<file path="config.mk">
export PLATFORM = sky130hd
export DESIGN_NAME = dpram_stream_reader_flat
export DESIGN_NICKNAME = d
export VERILOG_FILES = /design/src/rtl/dpram_stream_reader_pkg.sv /design/src/rtl/dpram_stream_reader_if.sv /design/src/rtl/dpram_stream_reader_sync_fifo.sv /design/src/rtl/dpram_stream_reader.sv /design/src/flat_wrapper.sv
export SDC_FILE = /design/constraint.sdc
export NUM_CORES = 1
export LEC_CHECK = 0
export BUFFER_PORTS_ARGS = -buffer_cell sky130_fd_sc_hd__buf_2
export CORE_MARGIN = 2
export CORE_UTILIZATION = 30
export CTS_CLUSTER_DIAMETER = 80
export DETAILED_ROUTE_END_ITERATION = 12
export SETUP_SLACK_MARGIN = 0.05
export SLEW_MARGIN = 10
export SYNTH_ARGS = -nofsm -noshare
export SYNTH_HDL_FRONTEND = slang
export SYNTH_HIERARCHICAL = 1
export SYNTH_SLANG_ARGS = --single-unit
</file>
<file path="constraint.sdc">
create_clock -name clock -period 2.7 [get_ports clock]
set_input_delay 0.135 -clock clock [delete_from_list [all_inputs] [get_ports clock]]
set_output_delay 0.135 -clock clock [all_outputs]
set_load 0.02 [all_outputs]
</file>
<file path="src/rtl/dpram_stream_reader_pkg.sv">
// Shared types and helpers for the dual-port RAM stream reader.
package dpram_rd_pkg;

    typedef enum logic [1:0] {
        IDLE = 2'd0,
        RUN  = 2'd1,
        DONE = 2'd2
    } rd_state_t;

    // Pointer width needed to index a FIFO of the given (power-of-two) depth.
    function automatic int fifo_ptr_width(input int depth);
        return $clog2(depth);
    endfunction

endpackage

</file>
<file path="src/rtl/dpram_stream_reader_if.sv">
// RAM read port plus outgoing valid/ready stream, bundled for the reader.
interface dpram_stream_reader_if #(
    parameter int data_width_g = 8,
    parameter int addr_width_g = 14
);
    logic                    mem_cs;
    logic                    mem_wren;
    logic [addr_width_g-1:0] mem_address;
    logic [data_width_g-1:0] mem_q;
    logic                    out_valid;
    logic [data_width_g-1:0] out_data;
    logic                    out_ready;

    // Reader side: drives the RAM request and the stream payload.
    modport master (
        output mem_cs, mem_wren, mem_address, out_valid, out_data,
        input  mem_q, out_ready
    );

    // RAM and consumer side.
    modport slave (
        input  mem_cs, mem_wren, mem_address, out_valid, out_data,
        output mem_q, out_ready
    );
endinterface

</file>
<file path="src/rtl/dpram_stream_reader_sync_fifo.sv">
// Single-clock first-word-fall-through FIFO with flush; dout shows the head word.
module sync_fifo
    import dpram_rd_pkg::*;
#(
    parameter int data_width_g = 8,
    parameter int fifo_depth_g = 4
) (
    input  logic                                  clock,
    input  logic                                  reset,
    input  logic                                  push,
    input  logic                                  pop,
    input  logic                                  flush,
    input  logic [data_width_g-1:0]               din,
    output logic [data_width_g-1:0]               dout,
    output logic                                  empty,
    output logic [fifo_ptr_width(fifo_depth_g):0] count
);
    localparam int               ptr_w_c   = fifo_ptr_width(fifo_depth_g);
    localparam logic [ptr_w_c:0] depth_c   = (ptr_w_c + 1)'(fifo_depth_g);
    localparam logic [ptr_w_c:0] cnt_one_c = (ptr_w_c + 1)'(1);
    localparam logic [ptr_w_c-1:0] ptr_one_c = ptr_w_c'(1);

    logic [data_width_g-1:0] ram_q [fifo_depth_g];
    logic [ptr_w_c-1:0]      wr_ptr_q, wr_ptr_d;
    logic [ptr_w_c-1:0]      rd_ptr_q, rd_ptr_d;
    logic [ptr_w_c:0]        count_q, count_d;
    logic                    do_push_s, do_pop_s;

    // Pointer and occupancy update; flush dominates push and pop.
    always_comb begin
        do_push_s = push && (count_q != depth_c) && !flush;
        do_pop_s  = pop && (count_q != '0) && !flush;
        wr_ptr_d  = wr_ptr_q;
        rd_ptr_d  = rd_ptr_q;
        count_d   = count_q;
        if (flush) begin
            wr_ptr_d = '0;
            rd_ptr_d = '0;
            count_d  = '0;
        end else begin
            if (do_push_s) begin
                wr_ptr_d = wr_ptr_q + ptr_one_c;
            end else begin
                wr_ptr_d = wr_ptr_q;
            end
            if (do_pop_s) begin
                rd_ptr_d = rd_ptr_q + ptr_one_c;
            end else begin
                rd_ptr_d = rd_ptr_q;
            end
            if (do_push_s && !do_pop_s) begin
                count_d = count_q + cnt_one_c;
            end else if (!do_push_s && do_pop_s) begin
                count_d = count_q - cnt_one_c;
            end else begin
                count_d = count_q;
            end
        end
    end

    // Control registers; storage contents need no reset since count gates them.
    always_ff @(posedge clock or posedge reset) begin
        if (reset) begin
            wr_ptr_q <= '0;
            rd_ptr_q <= '0;
            count_q  <= '0;
        end else begin
            wr_ptr_q <= wr_ptr_d;
            rd_ptr_q <= rd_ptr_d;
            count_q  <= count_d;
        end
    end

    // Word storage write port.
    always_ff @(posedge clock) begin
        if (do_push_s) begin
            ram_q[wr_ptr_q] <= din;
        end
    end

    assign dout  = ram_q[rd_ptr_q];
    assign empty = (count_q == '0);
    assign count = count_q;

endmodule

</file>
<file path="src/rtl/dpram_stream_reader.sv">
// Sequential RAM reader: issues credit-limited single-word reads and streams
// the returned words out through a small FIFO.
module dpram_stream_reader
    import dpram_rd_pkg::*;
#(
    parameter int data_width_g = 8,
    parameter int addr_width_g = 14,
    parameter int fifo_depth_g = 4
) (
    input  logic                    clock,
    input  logic                    reset,
    input  logic                    cmd_start,
    input  logic [addr_width_g-1:0] cmd_base,
    input  logic [addr_width_g:0]   cmd_len,
    input  logic                    abort,
    output logic                    busy,
    output logic                    done,
    dpram_stream_reader_if.master   bus
);
    localparam int                    ptr_w_c    = fifo_ptr_width(fifo_depth_g);
    localparam logic [ptr_w_c+1:0]    depth_c    = (ptr_w_c + 2)'(fifo_depth_g);
    localparam logic [addr_width_g-1:0] addr_one_c = addr_width_g'(1);
    localparam logic [addr_width_g:0] cnt_one_c  = (addr_width_g + 1)'(1);

    rd_state_t               state_q, state_d;
    logic [addr_width_g-1:0] addr_q, addr_d;
    logic [addr_width_g:0]   len_q, len_d;
    logic [addr_width_g:0]   issued_q, issued_d;
    logic [addr_width_g:0]   out_cnt_q, out_cnt_d;
    logic                    pend_q, pend_d;
    logic                    busy_q, busy_d;
    logic                    done_q, done_d;

    logic                    cs_s, push_s, pop_s, flush_s, empty_s;
    logic [data_width_g-1:0] fifo_dout_s;
    logic [ptr_w_c:0]        fifo_count_s;
    logic [ptr_w_c+1:0]      credit_s;

    sync_fifo #(
        .data_width_g (data_width_g),
        .fifo_depth_g (fifo_depth_g)
    ) u_fifo (
        .clock (clock),
        .reset (reset),
        .push  (push_s),
        .pop   (pop_s),
        .flush (flush_s),
        .din   (bus.mem_q),
        .dout  (fifo_dout_s),
        .empty (empty_s),
        .count (fifo_count_s)
    );

    // Read issue: a slot must be free counting the word still in flight from the RAM.
    always_comb begin
        credit_s = {1'b0, fifo_count_s} + {{(ptr_w_c + 1){1'b0}}, pend_q};
        cs_s     = (state_q == RUN) && (issued_q < len_q) && (credit_s < depth_c) && !abort;
        pop_s    = !empty_s && bus.out_ready;
    end

    // Next-state, counters and FIFO control.
    always_comb begin
        state_d   = state_q;
        addr_d    = addr_q;
        len_d     = len_q;
        issued_d  = issued_q;
        out_cnt_d = out_cnt_q;
        pend_d    = 1'b0;
        flush_s   = 1'b0;
        push_s    = pend_q;
        case (state_q)
            IDLE: begin
                if (cmd_start) begin
                    if (cmd_len != '0) begin
                        addr_d    = cmd_base;
                        len_d     = cmd_len;
                        issued_d  = '0;
                        out_cnt_d = '0;
                        state_d   = RUN;
                    end else begin
                        state_d = DONE;
                    end
                end else begin
                    state_d = IDLE;
                end
            end
            RUN: begin
                if (abort) begin
                    // The word returning this cycle is dropped along with the FIFO.
                    state_d = IDLE;
                    flush_s = 1'b1;
                    push_s  = 1'b0;
                    pend_d  = 1'b0;
                end else begin
                    if (cs_s) begin
                        addr_d   = addr_q + addr_one_c;
                        issued_d = issued_q + cnt_one_c;
                        pend_d   = 1'b1;
                    end else begin
                        pend_d = 1'b0;
                    end
                    if (pop_s) begin
                        out_cnt_d = out_cnt_q + cnt_one_c;
                        if ((out_cnt_q + cnt_one_c) == len_q) begin
                            state_d = DONE;
                        end else begin
                            state_d = RUN;
                        end
                    end else begin
                        out_cnt_d = out_cnt_q;
                    end
                end
            end
            DONE: begin
                state_d = IDLE;
            end
            default: begin
                state_d = IDLE;
            end
        endcase
        busy_d = (state_d == RUN);
        done_d = (state_d == DONE);
    end

    // FSM state, counters and registered status outputs.
    always_ff @(posedge clock or posedge reset) begin
        if (reset) begin
            state_q   <= IDLE;
            addr_q    <= '0;
            len_q     <= '0;
            issued_q  <= '0;
            out_cnt_q <= '0;
            pend_q    <= 1'b0;
            busy_q    <= 1'b0;
            done_q    <= 1'b0;
        end else begin
            state_q   <= state_d;
            addr_q    <= addr_d;
            len_q     <= len_d;
            issued_q  <= issued_d;
            out_cnt_q <= out_cnt_d;
            pend_q    <= pend_d;
            busy_q    <= busy_d;
            done_q    <= done_d;
        end
    end

    assign bus.mem_cs      = cs_s;
    assign bus.mem_wren    = 1'b0;
    assign bus.mem_address = addr_q;
    assign bus.out_valid   = !empty_s;
    assign bus.out_data    = fifo_dout_s;
    assign busy            = busy_q;
    assign done            = done_q;

endmodule

</file>
<file path="src/flat_wrapper.sv">
// flat-port wrapper written by rule: the top's interface ports become plain ports
module dpram_stream_reader_flat import dpram_rd_pkg::*;
#(
    parameter int data_width_g = 8,
    parameter int addr_width_g = 14,
    parameter int fifo_depth_g = 4
)
  (clock, reset, cmd_start, cmd_base, cmd_len, abort, busy, done, bus_mem_cs, bus_mem_wren, bus_mem_address, bus_out_valid, bus_out_data, bus_mem_q, bus_out_ready);
  dpram_stream_reader_if #(.data_width_g(data_width_g), .addr_width_g(addr_width_g)) bus_i ();
  input  logic clock;
  input  logic reset;
  input  logic cmd_start;
  input  logic [addr_width_g-1:0] cmd_base;
  input  logic [addr_width_g:0] cmd_len;
  input  logic abort;
  output logic busy;
  output logic done;
  output wire logic [$bits(bus_i.mem_cs)-1:0] bus_mem_cs;
  output wire logic [$bits(bus_i.mem_wren)-1:0] bus_mem_wren;
  output wire logic [$bits(bus_i.mem_address)-1:0] bus_mem_address;
  output wire logic [$bits(bus_i.out_valid)-1:0] bus_out_valid;
  output wire logic [$bits(bus_i.out_data)-1:0] bus_out_data;
  input wire logic [$bits(bus_i.mem_q)-1:0] bus_mem_q;
  input wire logic [$bits(bus_i.out_ready)-1:0] bus_out_ready;
  assign bus_mem_cs = bus_i.mem_cs;
  assign bus_mem_wren = bus_i.mem_wren;
  assign bus_mem_address = bus_i.mem_address;
  assign bus_out_valid = bus_i.out_valid;
  assign bus_out_data = bus_i.out_data;
  assign bus_i.mem_q = bus_mem_q;
  assign bus_i.out_ready = bus_out_ready;
  dpram_stream_reader #(.data_width_g(data_width_g), .addr_width_g(addr_width_g), .fifo_depth_g(fifo_depth_g)) u_core (.clock(clock), .reset(reset), .cmd_start(cmd_start), .cmd_base(cmd_base), .cmd_len(cmd_len), .abort(abort), .busy(busy), .done(done), .bus(bus_i));
endmodule
</file>
== After elaboration in Yosys (flattened, before gate mapping) ==
Memory sizes are Yosys's and may differ from the RTL's.
Index checks and enable logic that the tools add are counted.
Word-level totals
  register bits: 71
  bits in latches: 0
  RAM bits: 32
  ROM bits: 0
  input bits: 42
  output and inout port bits: 27
  word-level logic and storage cells: 93
  memories: 1
Memories
  u_core.u_fifo.ram_q: depth 4, bits a word 8, rd ports 1, clocked after Yosys merged registers in 0, write ports 1, line dpram_stream_reader_sync_fifo.sv:23  | logic [data_width_g-1:0] ram_q [fifo_depth_g];
Operators by class
  $add $sub $neg: 8
  $mul: 0
  div/mod/pow operators: 0
  $lt $le $gt $ge: 2
  equal/unequal tests: 10
  shift-type cells: 0
  multiplexer cells: 35
  bitwise operators: 0
  reduce and logical (&&, ||, !) cells: 26
Operators with widths (count)
  $mux 15: 6
  $pmux 15 s2: 2
  $mux 14: 4
  $add 15x1->15 const B: 2
  $pmux 14 s2: 1
  $mux 2: 9
  $eq 15x15->1: 1
  $lt 15x15->1: 1
  $reduce_bool 15->1: 1
  $add 14x1->14 const B: 1
  $logic_and 1x1->1: 10
  $reduce_and 5->1: 2
  $mux 1: 9
  $mux 3: 3
  $ne 2x2->1 const B: 4
  $reduce_bool 2->1: 3
  $reduce_bool 3->1: 2
  $logic_not 1->1: 5
  $add 2x1->2 const B: 2
  $add 3x1->4: 1
  $eq 2x1->1 const B: 2
  $lt 4x3->1 const B: 1
  $pmux 2 s2: 1
  $add 3x1->3 const B: 1
  7 further kinds: 7

== Longest topological paths before layout ==
  word-level depth: 9
  mapped depth: 11
  gate-level depth less buffers: 10

== Hierarchy ==
Netlist, hierarchy kept.
By module, submodules not included
  dpram_stream_reader: times used 1, cells each 482, area each 4052.6 µm², seq. area each 1601.5 µm²
  sync_fifo: times used 1, cells each 105, area each 1711.6 µm², seq. area each 1136.1 µm²

== Least setup slack after synthesis ==
Ideal clock, no wire load.
  kind: reg-to-reg
  start point: reg u_core.len_q[2]
  end point: reg u_core.issued_q[10]
  setup time: 0.078 ns
  data arrival time: 2.592 ns
  data required time: 2.622 ns
  slack: 0.030 ns
  cell stages (with the launch flop): 11
  path buffers: 1
  clock period less this slack: 2.670 ns
  path through: dfrtp_1 inv_1 ha_1 a21o_1 a31oi_1 o21ai_1 a2111oi_4 nor2_2 buf_2 or4_1 a21oi_1
Between the ends
  cells in the longest elaborated chain, start to end: 6
RTL lines
  from (decl): line dpram_stream_reader.sv:27  | logic [addr_width_g:0] len_q, len_d;
  from (signal assigned): line dpram_stream_reader.sv:139  | len_q <= len_d;
  $lt 15x15->1: line dpram_stream_reader.sv:57  | cs_s = (state_q == RUN) && (issued_q < len_q) && (credit_s < depth_c) && !abort;
  $logic_and 1x1->1 (3 in series): line dpram_stream_reader.sv:57
  net bus_mem_cs: line flat_wrapper.sv:18  | output wire logic [$bits(bus_i.mem_cs)-1:0] bus_mem_cs;
  $ne 2x2->1 (no line)
  $reduce_and 5->1 (no line)
  to (signal assigned): line dpram_stream_reader.sv:140  | issued_q <= issued_d;
  to (decl): line dpram_stream_reader.sv:28  | logic [addr_width_g:0] issued_q, issued_d;
The timed path passes the listed nets, and every way through them passes these cells.
A chain may end at the register's enable or synchronous reset.

== Worst setup path in the final report ==
  start point: reg u_core.len_q[2]
  end point: reg u_core.issued_q[10]
Between the ends
  cells in the longest elaborated chain, start to end: 6
RTL lines (line)
  $lt 15x15->1: dpram_stream_reader.sv:57
  $logic_and 1x1->1 (3 in series): dpram_stream_reader.sv:57
  $ne 2x2->1 (no line)
  $reduce_and 5->1 (no line)
Every way passes these cells.

==> qor.txt <==
status = finished clean
antenna violations before repair = 0
GR Util met1 = 19.41%
DR WL/cell = 15.70 um
post-DP HPWL = 10470 um
via-per-instance ratio = 5.198
worst min path class = in -> reg
Antenna diodes = 0
CTS clk-pin slew, worst paths = 0.07 ns
first-pass GRT wire length = 23550 um
final hold vios = 0
Root Driver = clkbuf_16
Yosys cell types = 65
Final Critical Period = 2.562 ns
Worst Reg-to-Reg Cells = 10
met3 Use GR = 3.890%
Synthesis Warnings = 6
post-place setup slack = 0.08474 ns
met2 Usage GRT = 23.56%
Layout area overhead = 22.90%
Synth Net Count = 651
Routed WL = 14460 um
HP Start = cmd_len[7]
flops & latches, synth = 103
routability cong. = 0.8704
crit path launch type = register
hold path depth = 3
Synth Cell Area = 0.005764 mm2
Critical Path RT = 2.99 ns
worst hold endpoint = u_core/len_q[7]$_DFFE_PP0P_
GR peak layer = met2
Worst R2R Start = u_core/len_q[2]$_DFFE_PP0P_
Max Fclk = 390.3 MHz
PwrDens = 737.4 mW/mm2
Leak = 2.889 nW
Num CTS Buffers = 9
H-tree levels = 3
Worst Tran Pin Value = 0.7812 ns
Initial DRC Count = 315
vias = 4787
IO Port Bufs = 67
Core Region = 0.01877 mm2
Data arrival, critical path = 2.85 ns
Cells after Synth = 587
WHS = 0.01280 ns
# DRC = 0
IO Pins = 69
CP Capture Type = register
clock latency at the later pin of the worst-skew pair = 0.36 ns
final setup skew = 0.007730 ns
reg2reg end = u_core/issued_q[10]$_DFFE_PP0P_
FP Rows = 50
die span in y = 142.6 um
Seq/Total Area, Yosys = 47.49%
Max VDD drop = 0.0003890 V
CP Max Fanout = 5
maxcap violations = 0
Slew headroom = 47.68%
FFs w/ async S/R, synth = 68.93%
GRT overflow = 0
Starting Density = 30.71%
post-route worst setup slack = 0.1382 ns
Post-synth EDFFs = 32
largest net degree at the start of global routing = 34
fillers = 1878
Post-Syn Area per Cell = 9.820 um2
RSZ-0062 raised after global routing = true
Crit Path Category = reg -> reg
predominant post-synthesis flop cell = dfrtp_1
vias in the first global route = 4589
DIE AREA = 0.02034 mm2
Tot GR Track Use = 14.68%
TritonCTS Sinks = 103
Post-DRT Antenna Nets = 0
CTS max path bufs = 2
# setup viols final = 0
CTS tree = done
layout cells sized above 1 = 23.00%
final slew viol count = 0
reg2reg setup slack = 0.14 ns
fin crit share = 94.88%
fin nets = 746
number of detailed-route iterations in the first pass = 7
die width = 142.6 um
-- cell families (layout without fill, tap and decap cells) --
group	Yosys count	after routing	synth area share [%]
AOI/OAI and AO/OA	160	160	17.50
DFF	103	103	47.49
other	1	1	0.06506
muxes	13	13	4.124
and+or+nand+nor	207	207	18.49
adders and majority gates	22	22	4.906
xor gates and xnor gates	20	20	3.039
buffers and inverters	61	161	4.385
-- power breakdown --
group | leakage, nW | internal (W) | switching [W]
Sequential | 1.21 | 0.00184 | 0.000290
Clock | 0.150 | 0.000665 | 0.000667
Combinational | 1.53 | 0.000771 | 0.000996
-- routing by layer --
layer / vias up / wire length, um
met5: - / 0
met4: 0 / 289
met3: 20 / 663
met2: 99 / 6768
met1: 2301 / 6738
li1: 2367 / -
-- synth_stat cells (4+ instances only) --
| master | count | area, um2 |
|---|---|---|
| o211ai_1 | 5 | 37.54 |
| nor3_1 | 10 | 50.05 |
| xnor2_1 | 13 | 113.9 |
| buf_2 | 7 | 35.03 |
| or3_1 | 9 | 56.30 |
| nor2_1 | 41 | 153.9 |
| ha_1 | 21 | 262.8 |
| nor4_1 | 4 | 25.02 |
| mux4_2 | 8 | 180.2 |
| nand3b_1 | 4 | 30.03 |
| nand3_1 | 29 | 145.1 |
| inv_1 | 27 | 101.4 |
| a21oi_1 | 34 | 170.2 |
| nor2b_1 | 5 | 31.28 |
| and4_1 | 5 | 43.79 |
| xor2_1 | 7 | 61.31 |
| o21ai_0 | 63 | 315.3 |
| clkbuf_1 | 22 | 82.58 |
| nand2_1 | 52 | 195.2 |
| or4_1 | 8 | 60.06 |
| dfrtp_1 | 71 | 1777 |
| edfxtp_1 | 32 | 960.9 |
| a2bb2oi_1 | 8 | 70.07 |
| nand4_1 | 14 | 87.58 |
| and3_1 | 6 | 37.54 |
| o31ai_1 | 17 | 127.6 |
| and2_1 | 9 | 56.30 |
-- final cells by class --
class	instances	area, um2	area share [%]
inverter	27	101.3	1.431
sequential	103	2738	38.64
clock buffer	9	225.2	3.179
clock inverter	7	81.33	1.148
multi-input combinational	423	2854	40.29
tap	234	292.8	4.133
timing repair buffer	118	792.0	11.18
-- cell usage in the layout, fill, tap and decap left out, types with 4 or more instances in the layout --
cell type      instances
dfrtp_1               71
dlygate4sd3_1         12
a21oi_1               32
inv_2                  4
o31ai_1               17
nand3b_1               4
nand4_1               14
buf_4                 36
nand2_1               52
a2bb2oi_1              8
and2_1                 9
inv_1                 23
xor2_1                 7
o211ai_1               5
buf_2                 66
or4_1                  6
mux4_2                 8
and4_1                 5
clkbuf_16              9
xnor2_1               13
and3_1                 6
or3_1                  9
nor3_1                 8
ha_1                  19
nor2_1                41
nand3_1               29
edfxtp_1              32
o21ai_0               63
-- per-stage QoR --
step,area [um2],std cells,total power [W],util [%],TNS (ns)
after floorplan,5776,587,0.003275,-,0
after global placement,6467,880,0.003813,34.46,0
after detailed placement,6467,880,0.003824,34.46,0
after CTS,6894,908,0.005201,36.73,0
after global routing,7084,921,0.005574,37.75,-0.0003140
final,7084,921,0.005224,37.75,0
-- worst max path at each step --
stage	from	end	slack, ns
CTS	u_core/len_q[2]$_DFFE_PP0P_	u_core/issued_q[6]$_DFFE_PP0P_	0.06
floorplan	u_core/len_q[2]$_DFFE_PP0P_	u_core/issued_q[10]$_DFFE_PP0P_	0.05
finish	u_core/len_q[2]$_DFFE_PP0P_	u_core/issued_q[10]$_DFFE_PP0P_	0.14
global placement	u_core/len_q[2]$_DFFE_PP0P_	u_core/issued_q[5]$_DFFE_PP0P_	0.15
global route	u_core/len_q[2]$_DFFE_PP0P_	u_core/issued_q[12]$_DFFE_PP0P_	-0.0003
detailed placement	u_core/len_q[2]$_DFFE_PP0P_	u_core/issued_q[6]$_DFFE_PP0P_	0.08
-- critical path, stage by stage (launching register included) --
cell	delay, ns
dfrtp_1	0.42
inv_2	0.11
ha_4	0.21
a21o_1	0.16
a31oi_2	0.15
o21ai_2	0.11
a2111oi_4	0.45
nor2_4	0.13
buf_12	0.15
or4_4	0.47
a21oi_2	0.14
-- flip-flops by register name, summed over array words and instances (netlist names) --
signal / flops
u_core/done: 1
u_core/pend_q: 1
u_core/len_q: 15
u_core/u_fifo/rd_ptr_q: 2
u_core/state_q: 2
u_core/issued_q: 15
u_core/u_fifo/ram_q: 32
u_core/u_fifo/count: 3
u_core/busy: 1
u_core/bus.mem_address: 14
u_core/out_cnt_q: 15
u_core/u_fifo/wr_ptr_q: 2
-- repair_timing --
item | CTS | global route
resized for setup | 0 | 21
setup endpoints to repair | 0 | 34
hold endpoints to repair | 74 | 0
hold buffers | 12 | 0
setup buffers | 0 | 13
No activity file was read; power rests on OpenSTA's default activity.
